[config.mk]
export PLATFORM = sky130hd
export DESIGN_NAME = cbx_cfg_frame_ctrl_flat
export DESIGN_NICKNAME = d
export VERILOG_FILES = /design/src/rtl/cb_cfg_pkg.sv /design/src/rtl/cbx_cfg_frame_ctrl_if.sv /design/src/rtl/cb_cfg_addr_gen.sv /design/src/rtl/cbx_cfg_frame_ctrl.sv /design/src/flat_wrapper.sv
export SDC_FILE = /design/constraint.sdc
export NUM_CORES = 1
export LEC_CHECK = 0
export ABC_CLOCK_PERIOD_IN_PS = 2350
export BUFFER_PORTS_ARGS = -buffer_cell sky130_fd_sc_hd__buf_2
export CAP_MARGIN = 20
export CORE_MARGIN = 2
export CORE_UTILIZATION = 50
export CTS_BUF_LIST = sky130_fd_sc_hd__clkbuf_8
export CTS_CLUSTER_SIZE = 16
export DETAILED_ROUTE_END_ITERATION = 8
export GPL_ROUTABILITY_DRIVEN = 0
export PLACE_DENSITY = 0.75
export SKIP_CTS_REPAIR_TIMING = 1
export SYNTH_ARGS = -nofsm -noshare
export SYNTH_HDL_FRONTEND = slang
export SYNTH_HIERARCHICAL = 1
export SYNTH_SLANG_ARGS = --single-unit
export TNS_END_PERCENT = 100
[constraint.sdc]
create_clock -name prog_clk -period 2.35 [get_ports prog_clk]
set_clock_uncertainty 0.2 [all_clocks]
set_input_delay 0.235 -clock prog_clk [delete_from_list [all_inputs] [get_ports prog_clk]]
set_output_delay 0.235 -clock prog_clk [all_outputs]
set_load 0.005 [all_outputs]
[src/rtl/cb_cfg_pkg.sv]
// Shared constants, FSM state encoding and address helpers for the X-direction
// connection-block configuration sequencer.
package cb_cfg_pkg;

   localparam int MEM_W = 4;
   localparam int BIT_W = 3;
   localparam int CNT_W = 6;

   localparam logic [MEM_W-1:0] NUM_MEMS    = 4'd11;
   localparam logic [MEM_W-1:0] NUM_WIDE    = 4'd9;
   localparam logic [BIT_W-1:0] WIDE_BITS   = 3'd6;
   localparam logic [BIT_W-1:0] NARROW_BITS = 3'd2;
   localparam logic [MEM_W-1:0] LAST_MEM    = NUM_MEMS - 4'd1;

   typedef enum logic [2:0] {
      IDLE,
      WAIT_BIT,
      SETUP,
      STROBE,
      HOLD,
      DONE
   } state_t;

   function automatic logic [BIT_W-1:0] bits_per_mem(input logic [MEM_W-1:0] idx);
      return (idx < NUM_WIDE) ? WIDE_BITS : NARROW_BITS;
   endfunction

   // address[0] is the MSB of the bit field; narrow memories decode only address[0].
   function automatic logic [0:6] encode_addr(input logic [MEM_W-1:0] mem_idx,
                                              input logic [BIT_W-1:0] bit_idx);
      logic [0:6] a;
      a[3:6] = mem_idx;
      if (mem_idx < NUM_WIDE) begin
         a[0:2] = bit_idx;
      end else begin
         a[0]   = bit_idx[0];
         a[1:2] = 2'b00;
      end
      return a;
   endfunction

endpackage

[src/rtl/cbx_cfg_frame_ctrl_if.sv]
// Bit stream, control/status and connection-block write port of the sequencer.
// master = programming-chain side, slave = the sequencer itself.
interface cbx_cfg_frame_ctrl_if;
   import cb_cfg_pkg::*;

   logic             start;
   logic [MEM_W-1:0] start_mem;
   logic [MEM_W-1:0] end_mem;
   logic             abort;
   logic             bit_valid;
   logic             bit_in;
   logic             bit_ready;
   logic             busy;
   logic             done;
   logic             err;
   logic [CNT_W-1:0] bits_written;
   logic [0:0]       enable;
   logic [0:6]       address;
   logic [0:0]       data_in;

   modport master (
      output start, start_mem, end_mem, abort, bit_valid, bit_in,
      input  bit_ready, busy, done, err, bits_written, enable, address, data_in
   );

   modport slave (
      input  start, start_mem, end_mem, abort, bit_valid, bit_in,
      output bit_ready, busy, done, err, bits_written, enable, address, data_in
   );

endinterface

[src/rtl/cb_cfg_addr_gen.sv]
// Memory/bit index counters with last-bit/last-memory flags and address encode.
// Loads on an accepted start, steps once per written bit; purely combinational outputs.
module cb_cfg_addr_gen
   import cb_cfg_pkg::*;
(
   input  logic             prog_clk,
   input  logic             prog_rst_n,
   input  logic             load,
   input  logic             advance,
   input  logic [MEM_W-1:0] start_mem,
   input  logic [MEM_W-1:0] end_mem,
   output logic             last_bit,
   output logic             last_mem,
   output logic [0:6]       addr
);

   logic [MEM_W-1:0] mem_idx;
   logic [MEM_W-1:0] end_idx;
   logic [BIT_W-1:0] bit_idx;

   always_ff @(posedge prog_clk or negedge prog_rst_n) begin
      if (!prog_rst_n) begin
         mem_idx <= '0;
         end_idx <= '0;
         bit_idx <= '0;
      end else if (load) begin
         mem_idx <= start_mem;
         end_idx <= end_mem;
         bit_idx <= '0;
      end else if (advance) begin
         if (!last_bit) begin
            bit_idx <= bit_idx + 3'd1;
         end else if (!last_mem) begin
            mem_idx <= mem_idx + 4'd1;
            bit_idx <= '0;
         end
      end
   end

   assign last_bit = (bit_idx == (bits_per_mem(mem_idx) - 3'd1));
   assign last_mem = (mem_idx >= end_idx);
   assign addr     = encode_addr(mem_idx, bit_idx);

   a_bit_in_range: assert property (@(posedge prog_clk) disable iff (!prog_rst_n)
      bit_idx <= (bits_per_mem(mem_idx) - 3'd1));

   a_mem_in_range: assert property (@(posedge prog_clk) disable iff (!prog_rst_n)
      mem_idx <= end_idx);

endmodule

[src/rtl/cbx_cfg_frame_ctrl.sv]
// Configuration write sequencer: one streamed bit per setup/strobe/hold write into the connection block.
// 4 cycles per bit with bit_valid held; stalls in WAIT_BIT while bit_valid is low; all outputs registered.
module cbx_cfg_frame_ctrl
   import cb_cfg_pkg::*;
(
   input  logic                 prog_clk,
   input  logic                 prog_rst_n,
   cbx_cfg_frame_ctrl_if.slave  cfg
);

   state_t     state;
   state_t     state_nxt;
   logic       load;
   logic       advance;
   logic       range_bad;
   logic       last_bit;
   logic       last_mem;
   logic [0:6] addr;

   cb_cfg_addr_gen u_addr_gen (
      .prog_clk   (prog_clk),
      .prog_rst_n (prog_rst_n),
      .load       (load),
      .advance    (advance),
      .start_mem  (cfg.start_mem),
      .end_mem    (cfg.end_mem),
      .last_bit   (last_bit),
      .last_mem   (last_mem),
      .addr       (addr)
   );

   assign range_bad = (cfg.start_mem > cfg.end_mem) || (cfg.end_mem > LAST_MEM);

   always_ff @(posedge prog_clk or negedge prog_rst_n) begin
      if (!prog_rst_n) begin
         state <= IDLE;
      end else begin
         state <= state_nxt;
      end
   end

   // abort always wins: it suppresses a pending strobe and leaves a presented bit unconsumed.
   always_comb begin
      state_nxt = state;
      load      = 1'b0;
      advance   = 1'b0;
      case (state)
         IDLE: begin
            if (cfg.start && !cfg.abort && !range_bad) begin
               state_nxt = WAIT_BIT;
               load      = 1'b1;
            end
         end
         WAIT_BIT: begin
            if (cfg.abort) begin
               state_nxt = IDLE;
            end else if (cfg.bit_valid) begin
               state_nxt = SETUP;
            end
         end
         SETUP: begin
            state_nxt = cfg.abort ? IDLE : STROBE;
         end
         STROBE: begin
            state_nxt = cfg.abort ? IDLE : HOLD;
         end
         HOLD: begin
            if (cfg.abort) begin
               state_nxt = IDLE;
            end else begin
               advance   = 1'b1;
               state_nxt = (last_bit && last_mem) ? DONE : WAIT_BIT;
            end
         end
         DONE: begin
            state_nxt = IDLE;
         end
         default: begin
            state_nxt = IDLE;
         end
      endcase
   end

   // Outputs are decoded from the next state so they line up with the state they describe.
   always_ff @(posedge prog_clk or negedge prog_rst_n) begin
      if (!prog_rst_n) begin
         cfg.bit_ready    <= 1'b0;
         cfg.busy         <= 1'b0;
         cfg.done         <= 1'b0;
         cfg.err          <= 1'b0;
         cfg.bits_written <= '0;
         cfg.enable       <= '0;
         cfg.address      <= '0;
         cfg.data_in      <= '0;
      end else begin
         cfg.bit_ready <= (state_nxt == WAIT_BIT);
         cfg.busy      <= (state_nxt != IDLE);
         cfg.done      <= (state_nxt == DONE);
         cfg.enable    <= (state_nxt == STROBE);

         if (state == IDLE && cfg.start && !cfg.abort) begin
            cfg.err <= range_bad;
         end

         if (load) begin
            cfg.bits_written <= '0;
         end else if (state_nxt == STROBE) begin
            cfg.bits_written <= cfg.bits_written + 6'd1;
         end

         if (state == WAIT_BIT && state_nxt == SETUP) begin
            cfg.data_in <= cfg.bit_in;
            cfg.address <= addr;
         end
      end
   end

endmodule

[src/flat_wrapper.sv]
// flat-port wrapper written by rule: the top's interface ports become plain ports
module cbx_cfg_frame_ctrl_flat import cb_cfg_pkg::*;
  (prog_clk, prog_rst_n, cfg_start, cfg_start_mem, cfg_end_mem, cfg_abort, cfg_bit_valid, cfg_bit_in, cfg_bit_ready, cfg_busy, cfg_done, cfg_err, cfg_bits_written, cfg_enable, cfg_address, cfg_data_in);
  cbx_cfg_frame_ctrl_if cfg_i ();
  input  logic prog_clk;
  input  logic prog_rst_n;
  input wire logic [$bits(cfg_i.start)-1:0] cfg_start;
  input wire logic [$bits(cfg_i.start_mem)-1:0] cfg_start_mem;
  input wire logic [$bits(cfg_i.end_mem)-1:0] cfg_end_mem;
  input wire logic [$bits(cfg_i.abort)-1:0] cfg_abort;
  input wire logic [$bits(cfg_i.bit_valid)-1:0] cfg_bit_valid;
  input wire logic [$bits(cfg_i.bit_in)-1:0] cfg_bit_in;
  output wire logic [$bits(cfg_i.bit_ready)-1:0] cfg_bit_ready;
  output wire logic [$bits(cfg_i.busy)-1:0] cfg_busy;
  output wire logic [$bits(cfg_i.done)-1:0] cfg_done;
  output wire logic [$bits(cfg_i.err)-1:0] cfg_err;
  output wire logic [$bits(cfg_i.bits_written)-1:0] cfg_bits_written;
  output wire logic [$bits(cfg_i.enable)-1:0] cfg_enable;
  output wire logic [$bits(cfg_i.address)-1:0] cfg_address;
  output wire logic [$bits(cfg_i.data_in)-1:0] cfg_data_in;
  assign cfg_i.start = cfg_start;
  assign cfg_i.start_mem = cfg_start_mem;
  assign cfg_i.end_mem = cfg_end_mem;
  assign cfg_i.abort = cfg_abort;
  assign cfg_i.bit_valid = cfg_bit_valid;
  assign cfg_i.bit_in = cfg_bit_in;
  assign cfg_bit_ready = cfg_i.bit_ready;
  assign cfg_busy = cfg_i.busy;
  assign cfg_done = cfg_i.done;
  assign cfg_err = cfg_i.err;
  assign cfg_bits_written = cfg_i.bits_written;
  assign cfg_enable = cfg_i.enable;
  assign cfg_address = cfg_i.address;
  assign cfg_data_in = cfg_i.data_in;
  cbx_cfg_frame_ctrl u_core (.prog_clk(prog_clk), .prog_rst_n(prog_rst_n), .cfg(cfg_i));
endmodule
; ---- Word-level counts from Yosys, hierarchy flattened
; Index checks and enable logic that the tools add are counted.
[classes]
n_addsub = 4
order_cmp = 4
eq_ne = 11
muxes = 24
n_reduce_logical = 16
[op_table]
columns = op, n
row1 = two-way mux 3 bit, 12
row2 = two-way mux 4 bit, 4
row3 = one-hot mux 3 bit (5 select lines), 1
row4 = equality test 3 x 2 -> 1 bit (second input constant), 4
row5 = two-way mux 6 bit, 2
row6 = adder 6 x 1 -> 6 bit (second input constant), 1
row7 = equality test 3 x 1 -> 1 bit (second input constant), 2
row8 = equality test 3 bit (second input constant), 2
row9 = logical AND 1 bit, 6
row10 = nonzero test 2 bit, 3
row11 = adder 4 x 1 -> 4 bit (second input constant), 1
row12 = >= comparator 4 bit, 1
row13 = > comparator 4 bit, 1
row14 = > comparator 4 bit (second input constant), 1
row15 = less-than comparator 4 bit (second input constant), 1
row16 = two-way mux 1 bit, 4
row17 = adder 3 x 1 -> 3 bit (second input constant), 1
row18 = equality test 3 bit, 1
row19 = zero test 3 bit, 1
row20 = != test 3 x 2 -> 1 bit (second input constant), 1
row21 = AND reduction 3 bit, 1
row22 = nonzero test 3 bit, 1
row23 = subtractor 3 x 1 -> 3 bit (second input constant), 1
row24 = zero test 1 bit, 2
row25 = 4 further kinds, 4
[word_totals]
ff_bits = 33
output_inout_bits = 19
word_cells = 71

; ---- Depth between registers and ports, before layout
; Gate-level depths: netlist (run 1).
[logic_depth]
depth_word = 11
ltp_mapped = 11
mapped_depth_nobuf = 9

; ---- By module
; Netlist (run 1), hierarchy kept.
[modules_own_cells]
columns = module, n_inst, cells_each, area_per_inst_um2
row1 = cbx_cfg_frame_ctrl, 1, 93, 1097.3
row2 = cb_cfg_addr_gen, 1, 81, 785.8

; ---- Least setup slack after synthesis (run 1)
; OpenSTA, ideal clock, no wires.
[synth_timing]
kind = input to register
start = input port cfg_end_mem[1]
end = register u_core.u_addr_gen.end_idx[1]
arrival_time_ns = 1.984
t_required_ns = 2.017
setup_slack_ns = 0.032
cell_stages = 10
n_path_buf = 3
cell_sequence = inv_1 > ha_1 > nor2b_1 > o211ai_1 > a21o_1 > clkbuf_1 > and2_1 > clkbuf_1 > buf_1 > o21ai_0
[synth_via]
elab_chain_cells = 6
elab_cells_between_ends = 7
classes_between = 2 x order compare / 2 x mux / 3 x reduce/logical
[synth_rtl]
columns = item, line
row1 = start: declaration, flat_wrapper.sv:9  ; input wire logic [$bits(cfg_i.end_mem)-1:0] cfg_end_mem;
row2 = > comparator 4 bit, cbx_cfg_frame_ctrl.sv:32  ; assign range_bad = (cfg.start_mem > cfg.end_mem) || (cfg.end_mem > LAST_MEM);
row3 = logical OR 1 bit (*), cbx_cfg_frame_ctrl.sv:32
row4 = zero test 1 bit (*), cbx_cfg_frame_ctrl.sv:49  ; if (cfg.start && !cfg.abort && !range_bad) begin
row5 = logical AND 1 bit (*), cbx_cfg_frame_ctrl.sv:49
row6 = two-way mux 1 bit (*), cbx_cfg_frame_ctrl.sv:49
row7 = two-way mux 1 bit (*), cbx_cfg_frame_ctrl.sv:47  ; case (state)
row8 = net u_core.load, cbx_cfg_frame_ctrl.sv:13  ; logic load;
row9 = end signal: assignment, cb_cfg_addr_gen.sv:28  ; end_idx <= end_mem;
row10 = end: declaration, cb_cfg_addr_gen.sv:18  ; logic [MEM_W-1:0] end_idx;
; Mark *: on every way through the listed nets, which the timed path passes. The rest lies on a longest branch.
; A chain may end at the register's enable or synchronous reset.

; ---- Worst setup path after layout (run 1)
[layout_timing]
start = register u_core.u_addr_gen.mem_idx[1]
end = register u_core.cfg.busy
[layout_via]
elab_cells_between_ends = 10
classes_between = 1 x add/sub / 2 x order compare / 1 x eq/ne / 4 x mux / 2 x reduce/logical
[layout_rtl]
columns = item, line
row1 = start: declaration, cb_cfg_addr_gen.sv:17  ; logic [MEM_W-1:0] mem_idx;
row2 = start signal: assignment, cb_cfg_addr_gen.sv:27  ; mem_idx <= start_mem;
row3 = start signal: assignment, cb_cfg_addr_gen.sv:34  ; mem_idx <= mem_idx + 4'd1;
row4 = >= comparator 4 bit, cb_cfg_addr_gen.sv:41  ; assign last_mem = (mem_idx >= end_idx);
row5 = net u_core.last_mem, cbx_cfg_frame_ctrl.sv:17  ; logic last_mem;
row6 = logical AND 1 bit, cbx_cfg_frame_ctrl.sv:72  ; state_nxt = (last_bit && last_mem) ? DONE : WAIT_BIT;
row7 = two-way mux 3 bit, cbx_cfg_frame_ctrl.sv:72
row8 = two-way mux 3 bit, cbx_cfg_frame_ctrl.sv:68  ; if (cfg.abort) begin
row9 = one-hot mux 3 bit (5 select lines), cbx_cfg_frame_ctrl.sv:47
row10 = net u_core.state_nxt[2], cbx_cfg_frame_ctrl.sv:12  ; state_t state_nxt;
row11 = nonzero test 3 bit, cbx_cfg_frame_ctrl.sv:97  ; cfg.busy <= (state_nxt != IDLE);
row12 = end signal: assignment, cbx_cfg_frame_ctrl.sv:97
row13 = end: declaration, cbx_cfg_frame_ctrl_if.sv:28  ; output bit_ready, busy, done, err, bits_written, enable, address, data_in
; The timed path passes the listed nets, and every way through them passes these cells.

==> impl_metrics.json, run 1 <==
{
  "slew_headroom": 0.524,
  "grt_busiest_layer": "met2",
  "slowest_stage": "dfrtp_1",
  "die-area_sq_mm": 0.00427,
  "ios": 33,
  "rows": 22,
  "ys_seq_area_frac": 0.439,
  "port_buffers": 32,
  "synth_area_per_cell_sq_um": 10.8,
  "n_fill_cell": 330,
  "synth_top_area_cell": "dfrtp_1",
  "drcViolationCount": 0,
  "tightest_slew_ns": 0.715,
  "dp_hpwl_um": 2850,
  "drive_gt1_frac": 0.330,
  "peakVddDrop_mv": 0.477,
  "synth-seq-cells": 33,
  "clock_path_buffers": 2,
  "core_area_sq_mm": 0.00363,
  "grt_use_total": 0.197,
  "final_util": 0.626,
  "total_power_mw": 1.85,
  "clkLatencyLatePin_ns": 0.28,
  "critical-path-top-delay-family": "compound AO/OA/AOI/OAI gates",
  "cts_buffers": 5,
  "p_leak_nw": 1.13,
  "synth_edf_count": 0,
  "period_needed_ns": 2.22,
  "critPathLaunchType": "register",
  "root_buffer": "clkbuf_8",
  "via_count": 1412,
  "whs_ns": 0.00720,
  "critPathRequiredTime_ns": 2.32,
  "drt_wl_total_um": 3720,
  "wl_per_cell_um": 13.8,
  "use_met3": 0.0411,
  "n_antenna_cell": 0,
  "path_clk_slew_ns": 0.07,
  "status": "completed",
  "crit_chain": "ha_1 -> o211ai_1 -> o21ai_4 -> nand2_1 -> o31ai_2 -> or3b_1 -> a21o_1",
  "syn_inst": 174,
  "cts_sinks": 33,
  "crit_type": "reg -> reg",
  "crit_arrival_ns": 2.18,
  "grt_pass1_vias": 1404,
  "nets": 247,
  "use_met2": 0.295,
  "period_share": 0.944,
  "antenna_found_initial": 0,
  "grt_max_degree": 34,
  "critical_path_peak_fanout": 6,
  "setup_violations": 0,
  "ys.flop_type": "dfrtp_1",
  "drt_iter0_drc": 49,
  "initial_core_util": 0.518,
  "h-tree-depth": 2,
  "setup_ws_ns": 0.132,
  "chipWidth_um": 65.4,
  "finalHoldViolations": 0,
  "cp-end-kind": "register",
  "die_height_um": 65.4,
  "synth_top_area_share": 0.439,
  "tns_ns": 0,
  "drv_cap": 0,
  "hold_class": "in -> reg",
  "syn_nets": 201,
  "first_pass_iters": 4,
  "rsz0062_at_grt": "false",
  "post-place-ws_ns": 0.150,
  "netlist_area_sq_mm": 0.00188,
  "p_per_area_mw_per_mm2": 812,
  "ys_async_sr_fraction": 1.00,
  "final_antenna_net_count": 0,
  "maxClockFrequency_mhz": 451,
  "drv_slew": 0,
  "ys_warn_count": 6,
  "ys_top_cells_by_area": "dfrtp_1 (44%), ha_1 (8.6%), mux2_2 (6.6%)",
  "max_stage_delay_ns": 0.45,
  "gr-usage-met1": 0.281,
  "cts_tree": "done",
  "viasPerCell": 5.25,
  "critPathBufInv": 0,
  "gr-total-overflow": 0,
  "grt_pass1_wl_um": 6400,
  "ys_types": 47,
  "area_growth_pct": 20.8
}
cell usage after synthesis, types with 2 or more instances:
cell,count
nand3_1,4
nor2_1,5
nor2b_1,2
xor2_1,4
a21oi_1,13
and2_1,2
nand4_1,2
clkbuf_1,3
o21ai_0,6
a31oi_1,4
mux2i_1,2
and3_2,2
a21o_1,3
dfrtp_1,33
or3b_1,2
nand2_1,14
mux2_2,11
ha_1,13
xnor2_1,3
o211ai_1,2
nand2b_1,3
inv_1,16
metal layers:
layer | wire, um | share of wire | vias to the layer above
met4 | 18 | 0.0048 | 0
met5 | 0 | 0 | -
li1 | - | - | 707
met2 | 1700 | 0.46 | 28
met3 | 178 | 0.048 | 2
met1 | 1820 | 0.49 | 675
worst register-to-register path: cells and delay by family (launching register included):
kind	cells	cell delay, ns
AO/OA/AOI/OAI	4	0.65
AND/OR/NAND/NOR	2	0.49
flip-flops	1	0.45
adder cells (fa/ha/maj)	1	0.32
cells by family after synthesis:
logic type / share of synthesized area
XOR/XNOR: 0.0326
flip-flops: 0.439
multiplexers: 0.0764
buffers and inverters: 0.0399
adder cells (fa/ha/maj): 0.0864
AO/OA/AOI/OAI: 0.157
AND/OR/NAND/NOR: 0.169
path summary, 6_finish.rpt:
| check | start | end | slack [ns] | cells past startpoint |
|---|---|---|---|---|
| setup / recovery | u_core/u_addr_gen/mem_idx[1]$_DFFE_PN0P_ | u_core/cfg.busy$_DFF_PN0_ | 0.13 | 7 |
| hold / removal | cfg_start_mem[0] | u_core/u_addr_gen/mem_idx[0]$_DFFE_PN0P_ | 0.007 | 3 |
| setup reg to reg | u_core/u_addr_gen/mem_idx[1]$_DFFE_PN0P_ | u_core/cfg.busy$_DFF_PN0_ | 0.13 | 7 |
| hold reg to reg | u_core/cfg.address[2]$_DFFE_PN0P_ | u_core/cfg.address[2]$_DFFE_PN0P_ | 0.31 | 1 |
| max in group asynchronous | prog_rst_n | u_core/u_addr_gen/end_idx[0]$_DFFE_PN0P_ | 1.15 | 2 |
| min in group asynchronous | prog_rst_n | u_core/u_addr_gen/mem_idx[1]$_DFFE_PN0P_ | 0.33 | 2 |
power by group:
group	switching, mW	internal, mW	total [mW]
combinational	0.339	0.312	0.650
clock	0.201	0.201	0.401
sequential	0.0890	0.707	0.796
total	0.628	1.22	1.85
stage by stage:
step | instance area [sq um] | cells
after CTS | 2230 | 266
after global placement | 2150 | 258
after global routing | 2270 | 269
final | 2270 | 269
after floorplan | 1880 | 174
after detailed placement | 2150 | 258
cells in the final DEF (no fill, tap or decap), types with 3 or more instances in the layout:
| master | Yosys | routed |
|---|---|---|
| a21o_1 | 3 | 3 |
| a21oi_1 | 13 | 13 |
| a31oi_1 | 4 | 4 |
| buf_2 | 0 | 32 |
| buf_4 | 0 | 8 |
| clkbuf_8 | 0 | 5 |
| dfrtp_1 | 33 | 33 |
| dlygate4sd3_1 | 0 | 3 |
| ha_1 | 13 | 13 |
| inv_1 | 16 | 18 |
| mux2_2 | 11 | 11 |
| nand2_1 | 14 | 14 |
| nand2b_1 | 3 | 3 |
| nand3_1 | 4 | 4 |
| nor2_1 | 5 | 5 |
| o21ai_0 | 6 | 6 |
| xnor2_1 | 3 | 3 |
| xor2_1 | 4 | 4 |
area by class of cell:
class | instances | area [sq um] | share of cell area
tap | 48 | 60.1 | 0.0264
sequential | 33 | 826 | 0.363
multi-input combinational | 121 | 995 | 0.437
timing repair buffer | 43 | 250 | 0.110
clock buffer | 5 | 68.8 | 0.0303
inverter | 16 | 60.1 | 0.0264
clock inverter | 3 | 15.0 | 0.00660
sequential cells by signal, summed over array words and instances (netlist names):
register                   cells
u_core/u_addr_gen/mem_idx      4
u_core/cfg.address             7
u_core/cfg.data_in             1
u_core/cfg.done                1
u_core/u_addr_gen/bit_idx      3
u_core/cfg.bit_ready           1
u_core/cfg.err                 1
u_core/cfg.busy                1
u_core/state                   3
u_core/cfg.enable              1
u_core/cfg.bits_written        6
u_core/u_addr_gen/end_idx      4
(Power assumes the default switching activity.)
==> run 2, diff against run 1 <==
Settings changed: PLACE_DENSITY 0.75 to 0.76, SETUP_SLACK_MARGIN from default to 0.15, SYNTH_HIERARCHICAL 1 to default.
==> run 2 against run 1 <==
Effect of this change:
- utilization up 3.3 points
- largest cell class unchanged
- highest routed layer unchanged
- wire length rose by 7.4%
- area after synthesis fell by 2.7%
- cell count up 0.74%
- power is 4.0% higher
- first-iteration DRC count rose by 94%
- critical endpoint is now u_core.u_addr_gen.mem_idx[3]$_DFFE_PN0P_
- clock power barely moved
==> impl_metrics.json, run 2 <==
{
  "status": "completed",
  "antenna_found_initial": 0,
  "drv_cap": 0,
  "ys_top_cells_by_area": "dfrtp_1 (45%), ha_1 (8.9%), o21ai_0 (4.6%)",
  "syn_nets": 204,
  "tns_ns": 0,
  "p_leak_nw": 1.08,
  "cts_buffers": 5,
  "dp_hpwl_um": 2940,
  "synth-seq-cells": 33,
  "root_buffer": "clkbuf_8",
  "cts_tree": "done",
  "p_per_area_mw_per_mm2": 854,
  "die_height_um": 64.5,
  "area_growth_pct": 22.7,
  "cp-end-kind": "register",
  "netlist_area_sq_mm": 0.00183,
  "final_cell_mix": "dfrtp_1 (33), buf_2 (32), inv_1 (14), nand2_1 (14), o21ai_0 (14)",
  "path_clk_slew_ns": 0.06,
  "mostFrequentLayoutCell": "dfrtp_1",
  "rows": 21,
  "r2r_setup_slack_ns": 0.08,
  "core_area_sq_mm": 0.00342,
  "synth_top_area_share": 0.451,
  "ys_seq_area_frac": 0.451,
  "slowest_stage": "a2111oi_4",
  "synth_area_per_cell_sq_um": 10.4,
  "critical_path_peak_fanout": 5,
  "wl_per_cell_um": 14.7,
  "grt_max_degree": 34,
  "period_share": 0.965,
  "hold_class": "in -> reg",
  "slew_headroom": 0.517,
  "ys.flop_type": "dfrtp_1",
  "critPathLaunchType": "register",
  "drt_iter0_drc": 95,
  "via_count": 1489,
  "peakVddDrop_mv": 0.498,
  "nets": 251,
  "first_pass_iters": 4,
  "setup_ws_ns": 0.0815,
  "critPathBufInv": 1,
  "synth_top_area_cell": "dfrtp_1",
  "post-place-ws_ns": 0.0421,
  "max_stage_delay_ns": 0.43,
  "whs_ns": 0.0259,
  "grt_use_total": 0.203,
  "min_from": "cfg_end_mem[0]",
  "period_needed_ns": 2.27,
  "grt_pass1_wl_um": 6490,
  "ios": 33,
  "drcViolationCount": 0,
  "grt_pass1_vias": 1460,
  "r2r-end": "u_core.u_addr_gen.mem_idx[3]$_DFFE_PN0P_",
  "port_buffers": 32,
  "ff2ff_path_depth": 7,
  "clkLatencyLatePin_ns": 0.29,
  "yosysMostFrequentCell": "dfrtp_1",
  "chipWidth_um": 64.5,
  "crit_arrival_ns": 2.27,
  "tightest_slew_ns": 0.724,
  "top_regs": "u_core.cfg.address: 7 flops, u_core.cfg.bits_written: 6 flops",
  "crit_type": "reg -> reg",
  "ys_async_sr_fraction": 1.00,
  "min_path_cells": 2,
  "viasPerCell": 5.49,
  "critical-path-top-delay-family": "compound AO/OA/AOI/OAI gates",
  "hold_path_end": "u_core.u_addr_gen.end_idx[0]$_DFFE_PN0P_",
  "clock_path_buffers": 2,
  "largest_reg_flops": 7,
  "drive_gt1_frac": 0.324,
  "final_antenna_net_count": 0,
  "finalHoldViolations": 0,
  "syn_inst": 177,
  "maxClockFrequency_mhz": 441,
  "n_antenna_cell": 0,
  "initial_core_util": 0.537,
  "drv_slew": 0,
  "synth_common_cells": "dfrtp_1 (33), o21ai_0 (17), inv_1 (14), nand2_1 (14), ha_1 (13)",
  "r2r-start": "u_core.u_addr_gen.mem_idx[0]$_DFFE_PN0P_",
  "drt_wl_total_um": 3990,
  "ys_warn_count": 0,
  "gr-total-overflow": 0,
  "synth_edf_count": 0,
  "ys_types": 46,
  "crit_chain": "inv_2 -> ha_4 -> nand2b_4 -> a2111oi_4 -> o221ai_2 -> or3_1 -> a31oi_1",
  "die-area_sq_mm": 0.00417,
  "h-tree-depth": 2,
  "cts_sinks": 33,
  "rsz0062_at_grt": "true",
  "critPathRequiredTime_ns": 2.35,
  "setup_violations": 0,
  "top_register": "u_core.cfg.address"
}
[run 2: metrics by stage]
| stage | util | cell area [sq um] | power [mW] | cells |
|---|---|---|---|---|
| floorplan | - | 1830 | 1.18 | 177 |
| global placement | 0.603 | 2060 | 1.37 | 255 |
| detailed placement | 0.603 | 2060 | 1.41 | 255 |
| CTS | 0.627 | 2140 | 1.81 | 263 |
| global route | 0.659 | 2250 | 2.05 | 271 |
| finish | 0.659 | 2250 | 1.92 | 271 |
[run 2: how the worst max path moves through the flow]
stage                                              from                                        to  slack [ns]  cells past startpoint
6_report       u_core.u_addr_gen.mem_idx[0]$_DFFE_PN0P_  u_core.u_addr_gen.mem_idx[3]$_DFFE_PN0P_        0.08                      7
5_1_grt        u_core.u_addr_gen.mem_idx[0]$_DFFE_PN0P_  u_core.u_addr_gen.mem_idx[3]$_DFFE_PN0P_       -0.03                      7
4_1_cts        u_core.u_addr_gen.mem_idx[0]$_DFFE_PN0P_  u_core.u_addr_gen.mem_idx[3]$_DFFE_PN0P_        0.02                      7
3_5_place_dp   u_core.u_addr_gen.mem_idx[0]$_DFFE_PN0P_  u_core.u_addr_gen.mem_idx[3]$_DFFE_PN0P_        0.04                      7
3_3_place_gp   u_core.u_addr_gen.mem_idx[0]$_DFFE_PN0P_  u_core.u_addr_gen.mem_idx[3]$_DFFE_PN0P_        0.12                      7
2_1_floorplan  u_core.u_addr_gen.mem_idx[0]$_DFFE_PN0P_  u_core.u_addr_gen.mem_idx[2]$_DFFE_PN0P_        0.18                      7
[run 2: final cells by class]
class	count	area, sq um
multi-input cells	124	961
inverters	14	52.6
clock buffers	5	68.8
fillers	280	1170
repair buffers	46	270
well taps	46	57.6
flip-flops and latches	33	826
clock inverters	3	13.8
[run 2: cells by family after synthesis]
group                      after synthesis  share of synthesized area
AOI/OAI and AO/OA                       41                      0.156
xor gates and xnor gates                 7                     0.0334
adders and majority gates               13                     0.0887
buffers and inverters                   20                     0.0485
DFF                                     33                      0.451
muxes                                    5                     0.0314
and+or+nand+nor                         58                      0.191
[run 2: worst register-to-register path: stages (launching register included)]
cell       delay [ns]
dfrtp_1          0.39
inv_2            0.09
ha_4             0.20
nand2b_4         0.14
a2111oi_4        0.43
o221ai_2         0.18
or3_1            0.40
a31oi_1          0.17
[run 2: routing by layer]
metal	global-route usage	vias to the layer above	wire [um]
li1	-	722	-
met1	0.254	710	1750
met2	0.335	50	1950
met3	0.0573	7	225
met4	0.0745	0	67
met5	0	-	0
[run 2: where the power goes]
group | internal, mW | switching [mW]
sequential | 0.705 | 0.112
clock | 0.200 | 0.200
combinational | 0.350 | 0.354
